## src/rtl/nv_nvdla_dmaif_rdreq.sv

```systemverilog
// ---------------------------------------------------------------------------
// nv_nvdla_dmaif_rdreq
//
// Read-request side of the DMA interface. A single client request stream is
// buffered in a 2-entry skid and dispatched in order to either the mcif or
// the cvif request port, based on the ram_type that travels with each
// request. The block counts outstanding response beats so the return-path
// buffer (CREDIT beats deep) can never overflow. A lock FSM makes sure that
// only one target has responses in flight at a time, which lets the
// response merge simply OR the two return paths together.
//
// Handshake semantics (all ports): a transfer happens on a rising clock edge
// where valid (pvld) and ready (prdy) are both high. Once valid is raised
// it stays high, with pd unchanged, until that transfer happens. ready may
// change freely and never depends combinationally on valid of the same port.
//
// Ports
//   nvdla_core_clk         clock
//   nvdla_core_rst         asynchronous active-high reset
//   dmaif_rd_req_pd        client request {size, addr}; size = beats - 1
//   dmaif_rd_req_ram_type  1 = mcif, 0 = cvif (qualified by pvld)
//   dmaif_rd_req_pvld      client request valid
//   dmaif_rd_req_prdy      client request ready (registered, "skid not full")
//   mcif_rd_req_pd/valid   request to mcif, ready comes back on _ready
//   cvif_rd_req_pd/valid   request to cvif, ready comes back on _ready
//   dmaif_rd_rsp_beat      one response beat consumed by the client
//   rd_outstanding         current outstanding-beat count
//   dbg_lock_state         lock FSM state: 0 = NONE, 1 = MC, 2 = CV
// ---------------------------------------------------------------------------
module nv_nvdla_dmaif_rdreq #(
    parameter int ADDR_W = 64,
    parameter int SIZE_W = 13,
    parameter int CREDIT = 64,
    parameter int CNT_W  = 7
) (
    input  logic                     nvdla_core_clk,
    input  logic                     nvdla_core_rst,
    input  logic [ADDR_W+SIZE_W-1:0] dmaif_rd_req_pd,
    input  logic                     dmaif_rd_req_ram_type,
    input  logic                     dmaif_rd_req_pvld,
    output logic                     dmaif_rd_req_prdy,
    output logic [ADDR_W+SIZE_W-1:0] mcif_rd_req_pd,
    output logic                     mcif_rd_req_valid,
    input  logic                     mcif_rd_req_ready,
    output logic [ADDR_W+SIZE_W-1:0] cvif_rd_req_pd,
    output logic                     cvif_rd_req_valid,
    input  logic                     cvif_rd_req_ready,
    input  logic                     dmaif_rd_rsp_beat,
    output logic [CNT_W-1:0]         rd_outstanding,
    output logic [1:0]               dbg_lock_state
);

    localparam int PD_W  = ADDR_W + SIZE_W;
    localparam int SUM_W = ((CNT_W > SIZE_W + 1) ? CNT_W : SIZE_W + 1) + 1;

    typedef enum logic [1:0] {
        LOCK_NONE = 2'd0,
        LOCK_MC   = 2'd1,
        LOCK_CV   = 2'd2
    } lock_e;

    // ---------------- state ----------------
    logic [PD_W:0]      skid0_q, skid1_q;     // {ram_type, pd}
    logic               wr_ptr_q, rd_ptr_q;
    logic [1:0]         skid_cnt_q, skid_cnt_d;
    logic               prdy_q, prdy_d;

    logic               mc_valid_q, mc_valid_d;
    logic [PD_W-1:0]    mc_pd_q, mc_pd_d;
    logic               cv_valid_q, cv_valid_d;
    logic [PD_W-1:0]    cv_pd_q, cv_pd_d;

    logic [CNT_W-1:0]   rd_cnt_q, rd_cnt_d;
    lock_e              lock_q, lock_d;

    // ---------------- combinational ----------------
    logic               push, pop;
    logic               head_vld;
    logic [PD_W:0]      head;
    logic               head_mc;
    logic [SIZE_W:0]    head_n;
    logic [SUM_W-1:0]   need_sum;
    logic               credit_ok;
    logic               mc_free, cv_free;
    logic               disp_mc, disp_cv, dispatch;
    logic               cnt_dec;
    logic [CNT_W-1:0]   cnt_add;

    always_comb begin
        push       = dmaif_rd_req_pvld && prdy_q;
        head_vld   = (skid_cnt_q != 2'd0);
        head       = rd_ptr_q ? skid1_q : skid0_q;
        head_mc    = head[PD_W];
        head_n     = {1'b0, head[PD_W-1:ADDR_W]} + {{SIZE_W{1'b0}}, 1'b1};

        // Wide enough that cnt + n cannot wrap before the compare.
        need_sum   = SUM_W'(rd_cnt_q) + SUM_W'(head_n);
        credit_ok  = (need_sum <= SUM_W'(CREDIT));

        mc_free    = !mc_valid_q || mcif_rd_req_ready;
        cv_free    = !cv_valid_q || cvif_rd_req_ready;

        // The lock only releases once the count is zero, so a target change
        // always waits for the other side to drain completely. The other
        // register must also be free so the two valids can never overlap.
        disp_mc    = head_vld && head_mc && mc_free && cv_free && credit_ok &&
                     (lock_q != LOCK_CV);
        disp_cv    = head_vld && !head_mc && cv_free && mc_free && credit_ok &&
                     (lock_q != LOCK_MC);
        dispatch   = disp_mc || disp_cv;
        pop        = dispatch;

        // Skid occupancy and the registered ready derived from it.
        skid_cnt_d = skid_cnt_q + {1'b0, push} - {1'b0, pop};
        prdy_d     = (skid_cnt_d != 2'd2);

        // Outstanding counter; an illegal beat at zero is ignored (saturate).
        cnt_add    = dispatch ? CNT_W'(head_n) : '0;
        cnt_dec    = dmaif_rd_rsp_beat && (rd_cnt_q != '0);
        rd_cnt_d   = rd_cnt_q + cnt_add - {{(CNT_W-1){1'b0}}, cnt_dec};

        // Output registers: load on dispatch, clear on handshake, else hold.
        mc_valid_d = mc_valid_q;
        mc_pd_d    = mc_pd_q;
        if (disp_mc) begin
            mc_valid_d = 1'b1;
            mc_pd_d    = head[PD_W-1:0];
        end else if (mc_valid_q && mcif_rd_req_ready) begin
            mc_valid_d = 1'b0;
        end

        cv_valid_d = cv_valid_q;
        cv_pd_d    = cv_pd_q;
        if (disp_cv) begin
            cv_valid_d = 1'b1;
            cv_pd_d    = head[PD_W-1:0];
        end else if (cv_valid_q && cvif_rd_req_ready) begin
            cv_valid_d = 1'b0;
        end
    end

    // ---------------- lock FSM next state ----------------
    always_comb begin
        lock_d = lock_q;
        case (lock_q)
            LOCK_NONE: begin
                if (disp_mc) begin
                    lock_d = LOCK_MC;
                end else if (disp_cv) begin
                    lock_d = LOCK_CV;
                end
            end
            LOCK_MC, LOCK_CV: begin
                if (!dispatch && (rd_cnt_d == '0)) begin
                    lock_d = LOCK_NONE;
                end
            end
            default: lock_d = LOCK_NONE;
        endcase
    end

    // ---------------- registers ----------------
    always_ff @(posedge nvdla_core_clk or posedge nvdla_core_rst) begin
        if (nvdla_core_rst) begin
            skid0_q    <= '0;
            skid1_q    <= '0;
            wr_ptr_q   <= 1'b0;
            rd_ptr_q   <= 1'b0;
            skid_cnt_q <= 2'd0;
            prdy_q     <= 1'b0;
            mc_valid_q <= 1'b0;
            mc_pd_q    <= '0;
            cv_valid_q <= 1'b0;
            cv_pd_q    <= '0;
            rd_cnt_q   <= '0;
            lock_q     <= LOCK_NONE;
        end else begin
            if (push) begin
                if (wr_ptr_q) begin
                    skid1_q <= {dmaif_rd_req_ram_type, dmaif_rd_req_pd};
                end else begin
                    skid0_q <= {dmaif_rd_req_ram_type, dmaif_rd_req_pd};
                end
                wr_ptr_q <= ~wr_ptr_q;
            end
            if (pop) begin
                rd_ptr_q <= ~rd_ptr_q;
            end
            skid_cnt_q <= skid_cnt_d;
            prdy_q     <= prdy_d;
            mc_valid_q <= mc_valid_d;
            mc_pd_q    <= mc_pd_d;
            cv_valid_q <= cv_valid_d;
            cv_pd_q    <= cv_pd_d;
            rd_cnt_q   <= rd_cnt_d;
            lock_q     <= lock_d;
        end
    end

    // ---------------- outputs ----------------
    assign dmaif_rd_req_prdy = prdy_q;
    assign mcif_rd_req_valid = mc_valid_q;
    assign mcif_rd_req_pd    = mc_pd_q;
    assign cvif_rd_req_valid = cv_valid_q;
    assign cvif_rd_req_pd    = cv_pd_q;
    assign rd_outstanding    = rd_cnt_q;
    assign dbg_lock_state    = lock_q;

    // ---------------- protocol checks ----------------
    // A response beat with nothing outstanding means the client is broken.
    a_no_beat_underflow: assert property (@(posedge nvdla_core_clk)
        disable iff (nvdla_core_rst)
        !(dmaif_rd_rsp_beat && (rd_cnt_q == '0)));

    // A request larger than the whole credit pool can never be issued.
    a_size_fits_credit: assert property (@(posedge nvdla_core_clk)
        disable iff (nvdla_core_rst)
        !(head_vld && (SUM_W'(head_n) > SUM_W'(CREDIT))));

    a_one_valid: assert property (@(posedge nvdla_core_clk)
        disable iff (nvdla_core_rst)
        !(mc_valid_q && cv_valid_q));

endmodule
```

## config.mk

```make
export PLATFORM = sky130hd
export DESIGN_NAME = nv_nvdla_dmaif_rdreq
export DESIGN_NICKNAME = d
export VERILOG_FILES = /design/src/rtl/nv_nvdla_dmaif_rdreq.sv
export SDC_FILE = /design/constraint.sdc
export NUM_CORES = 1
export LEC_CHECK = 0
export ABC_AREA = 1
export CAP_MARGIN = 20
export CORE_UTILIZATION = 30
export CTS_BUF_LIST = sky130_fd_sc_hd__clkbuf_2 sky130_fd_sc_hd__clkbuf_4 sky130_fd_sc_hd__clkbuf_8
export DETAILED_ROUTE_END_ITERATION = 8
export SLEW_MARGIN = 20
export SYNTH_ARGS = -nofsm -noshare
export SYNTH_HDL_FRONTEND = slang
export SYNTH_SLANG_ARGS = --single-unit
```

## constraint.sdc

```tcl
create_clock -name nvdla_core_clk -period 10.56 [get_ports nvdla_core_clk]
set_input_delay 2.112 -clock nvdla_core_clk [delete_from_list [all_inputs] [get_ports nvdla_core_clk]]
set_output_delay 2.112 -clock nvdla_core_clk [all_outputs]
set_load 0.02 [all_outputs]
```

# Word-level counts from Yosys, hierarchy flattened
# Cells that the tools add are included.
totals:
  reg_bits: 326
  input_bits: 84
  output_inout_bits: 166
  wordCells: 70
op_classes:
  n_addsub: 6
  n_lt_le_gt_ge: 1
  eq_ne: 7
  muxes: 10
  bitwise_logic: 2
  reduce_logical: 32
op_table:
  columns: ["operator", "n"]
  rows:
  - ["$mux W78", 1]
  - ["$add A7 B14 Y15", 1]
  - ["$le A15 B7 Y1 const B", 1]
  - ["$logic_and A1 B1 Y1", 15]
  - ["$add A13 B1 Y14 const B", 1]
  - ["$add A7 B7 Y7", 1]
  - ["$logic_not A7 Y1", 1]
  - ["$mux W7", 1]
  - ["$reduce_bool A7 Y1", 1]
  - ["$sub A7 B1 Y7", 1]
  - ["$mux W2", 3]
  - ["$ne A2 B2 Y1 const B", 3]
  - ["$reduce_and A2 Y1", 3]
  - ["$reduce_bool A2 Y1", 3]
  - ["$logic_not A1 Y1", 4]
  - ["$mux W1", 4]
  - ["$pmux W2 S2", 1]
  - ["$logic_or A1 B1 Y1", 3]
  - ["$ne A3 B3 Y1 const B", 1]
  - ["$add A2 B1 Y2", 1]
  - ["$eq A2 B1 Y1 const B", 1]
  - ["$eq A2 B2 Y1 const B", 1]
  - ["$logic_not A2 Y1", 1]
  - ["$ne A2 B1 Y1 const B", 1]
  - ["other kinds (3)", 4]

# Logic depth before layout (Yosys ltp)
logic_depth:
  depth_word: 15
  ltp_mapped: 40
  ltp_nobuf: 38

# Least setup slack after synthesis
# OpenSTA, ideal clock, no wires.
synth_timing:
  path_type: "input to register"
  start: "input cvif_rd_req_ready"
  end: "register lock_q[1], in the netlist dbg_lock_state[1]"
  setup_ps: 66
  arrival_time_ps: 4880
  path_slack_ps: 5615
  stages: 23
  cell_sequence: "inv_1 nand2_1 o211ai_1 nor3b_1 nand2_4 clkinv_1 o21ai_0 ha_1 inv_1 ha_1 fa_1 nand3_1 nand2_1 a21oi_1 nor2_1 nor2_1 xor2_1 nor2_1 nand2_1 nand2_1 nand2_1 nand2_1 nand2_1"
synth_between:
  elab_chain_len: 13
  elab_cells_between_ends: 20
synth_rtl:
  columns: ["item", "line", "rtl"]
  rows:
  - ["start: declaration", "47", "input logic cvif_rd_req_ready,"]
  - ["$logic_or A1 B1 Y1 (*)", "101", "cv_free = !cv_valid_q || cvif_rd_req_ready;"]
  - ["$logic_and A1 B1 Y1 (4 in a row)", "108", "disp_cv = head_vld && !head_mc && cv_free && mc_free && credit_ok &&"]
  - ["$logic_or A1 B1 Y1", "110", "dispatch = disp_mc || disp_cv;"]
  - ["$mux W7", "118", "cnt_add = dispatch ? CNT_W'(head_n) : '0;"]
  - ["$add A7 B7 Y7", "120", "rd_cnt_d = rd_cnt_q + cnt_add - {{(CNT_W-1){1'b0}}, cnt_dec};"]
  - ["$sub A7 B1 Y7", "120", null]
  - ["$logic_not A7 Y1", "154", "if (!dispatch && (rd_cnt_d == '0)) begin"]
  - ["$logic_and A1 B1 Y1", "154", null]
  - ["$ne A2 B2 Y1 (no source line)", null, null]
  - ["$reduce_and A2 Y1 (no source line)", null, null]
  - ["end signal: assignment", "196", "lock_q <= lock_d;"]
  - ["end: declaration", "74", "lock_e lock_q, lock_d;"]
# Every way passes the cells marked *; elsewhere a longest branch is shown, timed or not.
# A chain may end at the register's enable or synchronous reset.

# Final worst setup path
layout_timing:
  start: "register rd_ptr_q"
  end: "register lock_q[1], in the netlist dbg_lock_state[1]"
layout_between:
  elab_cells_between_ends: 27
layout_rtl:
  columns: ["item", "line", "rtl"]
  rows:
  - ["start: declaration", "64", "logic wr_ptr_q, rd_ptr_q;"]
  - ["start signal: assignment", "187", "rd_ptr_q <= ~rd_ptr_q;"]
  - ["$mux W78 (*)", "92", "head = rd_ptr_q ? skid1_q : skid0_q;"]
  - ["via head[65]", "79", "logic [PD_W:0] head;"]
  - ["$add A13 B1 Y14 (*)", "94", "head_n = {1'b0, head[PD_W-1:ADDR_W]} + {{SIZE_W{1'b0}}, 1'b1};"]
  - ["$add A7 B14 Y15", "97", "need_sum = SUM_W'(rd_cnt_q) + SUM_W'(head_n);"]
  - ["$le A15 B7 Y1", "98", "credit_ok = (need_sum <= SUM_W'(CREDIT));"]
  - ["$logic_and A1 B1 Y1, on equally long branches (2 in a row)", "106, 108", null]
  - ["$logic_or A1 B1 Y1", "110", null]
  - ["$mux W7", "118", null]
  - ["$add A7 B7 Y7", "120", null]
  - ["$sub A7 B1 Y7", "120", null]
  - ["$logic_not A7 Y1", "154", null]
  - ["$logic_and A1 B1 Y1", "154", null]
  - ["$ne A2 B2 Y1 (no source line)", null, null]
  - ["$reduce_and A2 Y1 (no source line)", null, null]
# Mark *: on every way through the listed nets, which the timed path passes. The rest lies on a longest branch.

==> results.md <==
* Post-Route Setup TNS at 0 ns
* Worst setup EP type: register
* Post-synth top area share at 58.9%
* CTS Root Cell: clkbuf_8
* Sink Count at approximately 330
* First-pass GRT wire length at 56600 um
* Mapped Cells at 1461
* Min Tclk post-route at 7.02 ns
* Worst Skew at about 0.027 ns
* Slew Limit Fails at 0
* CP max FO at 68
* Synth warn at 0
* Cell taking the most area after synthesis: dfrtp_1
* Most frequent CP cell: nand2_1
* # H-tree levels at 2
* IO buf count at roughly 250
* Tcrit/Tclk final at 66.4%
* RSZ-0062 raised after global routing: no
* Clock Tree Buf Depth at 3
* Vias in the first global route at 10500
* Post-Syn Area per Cell at approximately 9.5 sq um
* Power Density at 316 nW/um^2
* Routed wire length at roughly 35000 um
* Largest net degree at the start of global routing at 145
* Die height at around 220 um
* Setup crit start kind: register
* Slowest stage delay, CP at 0.80 ns
* Lkg Pwr at 8.70 nW
* Initial antenna violation count at 2
* CTS tree: done
* Synthesis-to-finish area growth at 29.9%
* Commonest non-fill, non-tap cell in the layout: nand2_1
* Worst-Margin Slew at 0.989 ns
* Gr ovfl total at 0
* Synthesized Nets at 1572
* Hold Vio Cnt, Final at 0
* Ports at 250
* DR vias/cell at 4.52
* Routability cong. at 0.879
* Worst-path clk slew at 0.06 ns
* Share of cells above drive strength 1 at 8.03%
* Status: finished clean
* Via count at around 11000
* CTS buffer count at 57
* Initial DRC count at about 640
* Slew HR at 34.1%
* Max Freq at 143 MHz
* Hold crit path type: register to register
* ANT nets after route at 0
* Synth top area cells: dfrtp_1 59%, nand2_1 11%, o21ai_0 6.1%
* Netlist Area Pre-Place at 13900 sq um
* CP required at ~11 ns
* Core box area at 45500 sq um
* Critical path class: register to register
* Post-CTS setup buffer count at 0
* PostCTS Resize Cnt at 0
* Post-synthesis sequential area ratio at 58.9%
* #FFs+latches synth at 326
* Die W at 217 um
* Final Instance Area at 18000 sq um
* Drt wl/cell at between 10 and 15 um
* Worst IR Drop VDD at 0.133 mV
* Rows at 78
* Die area at roughly 47000 sq um
* Most frequent cells in the layout: 401 x nand2_1, 325 x dfrtp_1, 249 x clkdlybuf4s50_1, 170 x o21ai_0, 147 x inv_1
* Yosys cell types at 35
* Critical path arrival at 7.56 ns
* Cts hold-fix bufs at 0
* DP HPWL at between 20000 and 25000 um
* Endpoints failing setup at 0
* Cell Area, Placed at 16800 sq um
* Starting density of the core at 30.5%
* Clock latency on the worst-skew pair at 0.63 ns
* Fin nets at 1815
* Slowest stage cell, crit path: dfrtp_4
* All-Layer GR Usage at 15.1%
* DRC Markers at 0
* Drt first pass iters at 7
* Max_cap viols at 0
## path summary, 6_finish.rpt
kind	startpoint	end	slack, ns	cells after the start
worst max-delay path	rd_ptr_q	dbg_lock_state[1]	3.54	36
worst min-delay path	skid0_q[62]	skid0_q[62]	0.48	2
worst max register to register	rd_ptr_q	dbg_lock_state[1]	3.54	36
worst min register to register	skid0_q[62]	skid0_q[62]	0.48	2
max in group asynchronous	nvdla_core_rst	skid1_q[27]	6.98	4
min in group asynchronous	nvdla_core_rst	cvif_rd_req_pd[56]	2.06	3
## cells by family after synthesis
group	Yosys count	share of synthesized area (%)
and+or+nand+nor	486	14.3
DFF	326	58.9
AOI/OAI and AO/OA	315	11.5
buffers and inverters	228	7.17
muxes	66	4.77
adders and majority gates	27	2.55
xor gates and xnor gates	13	0.822
## registers in the layout, summed over array words and instances, names as in the netlist
register / count
dmaif_rd_req_prdy: 1
rd_outstanding: 7
skid_cnt_q: 2
cvif_rd_req_valid: 1
skid0_q: 78
wr_ptr_q: 1
rd_ptr_q: 1
mcif_rd_req_valid: 1
cvif_rd_req_pd: 77
mcif_rd_req_pd: 77
dbg_lock_state: 2
skid1_q: 78
## layout make-up
class	count	area, sq um
antenna	1	2.50
clock buffer	86	1090
clock inverter	12	118
fill	4603	27500
sequential	326	8160
tap	600	751
timing repair buffer	258	2570
multi-input combinational	907	4720
inverter	154	583
## cells in the mapped netlist
cell and n:
a21boi_0 1, a21oi_1 10, buf_1 2, buf_2 1, buf_6 18, clkbuf_1 53, clkinv_1 2, clkinv_2 1
dfrtp_1 326, fa_1 2, ha_1 25, inv_1 148, inv_2 3, mux2i_1 66, nand2_1 401, nand2_2 10
nand2_4 4, nand3_1 24, nand3_2 1, nand4_1 5, nor2_1 27, nor2_2 1, nor2_4 5, nor3_1 3
nor3b_1 1, nor4_1 1, o211ai_1 1, o21ai_0 170, o21ai_1 130, o21ai_2 2, o21bai_1 1, or2_1 1
or2_2 2, xnor2_1 2, xor2_1 11
## power breakdown
part           internal, mW  leakage [nW]  total, mW  switching (mW)
Sequential             1.76          4.17       2.08           0.321
Clock                 0.702         0.636       1.21           0.511
Combinational         0.964          3.89       2.39            1.42
## layer usage
layer	vias up	global-route usage, %	part of all wire, %
li1	5191	-	-
met3	77	3.31	4.6
met5	-	0	0.037
met2	227	24.7	48
met4	2	5.49	2.8
met1	5099	19.6	44
## through the flow
stage | hold WS, ns | std cells | setup WS, ns | power (mW) | util, %
floorplan | 0.452 | 1461 | 4.10 | 3.65 | -
global placement | 0.464 | 2245 | 3.63 | 4.44 | 36.9
detailed placement | 0.472 | 2245 | 3.49 | 4.51 | 36.9
CTS | 0.485 | 2343 | 3.43 | 5.77 | 39.6
global route | 0.503 | 2344 | 2.92 | 6.15 | 39.6
finish | 0.478 | 2344 | 3.54 | 5.68 | 39.6
## worst max-delay path: cells and delay by family, from the launching register on
kind / cells / cell delay, ns
XOR/XNOR: 2 / 0.38
flip-flops: 1 / 0.80
adder cells (fa/ha/maj): 5 / 1.29
AO/OA/AOI/OAI: 4 / 0.78
buffers and inverters: 4 / 1.34
AND/OR/NAND/NOR: 21 / 2.25
No activity file was read; power rests on OpenSTA's default activity.
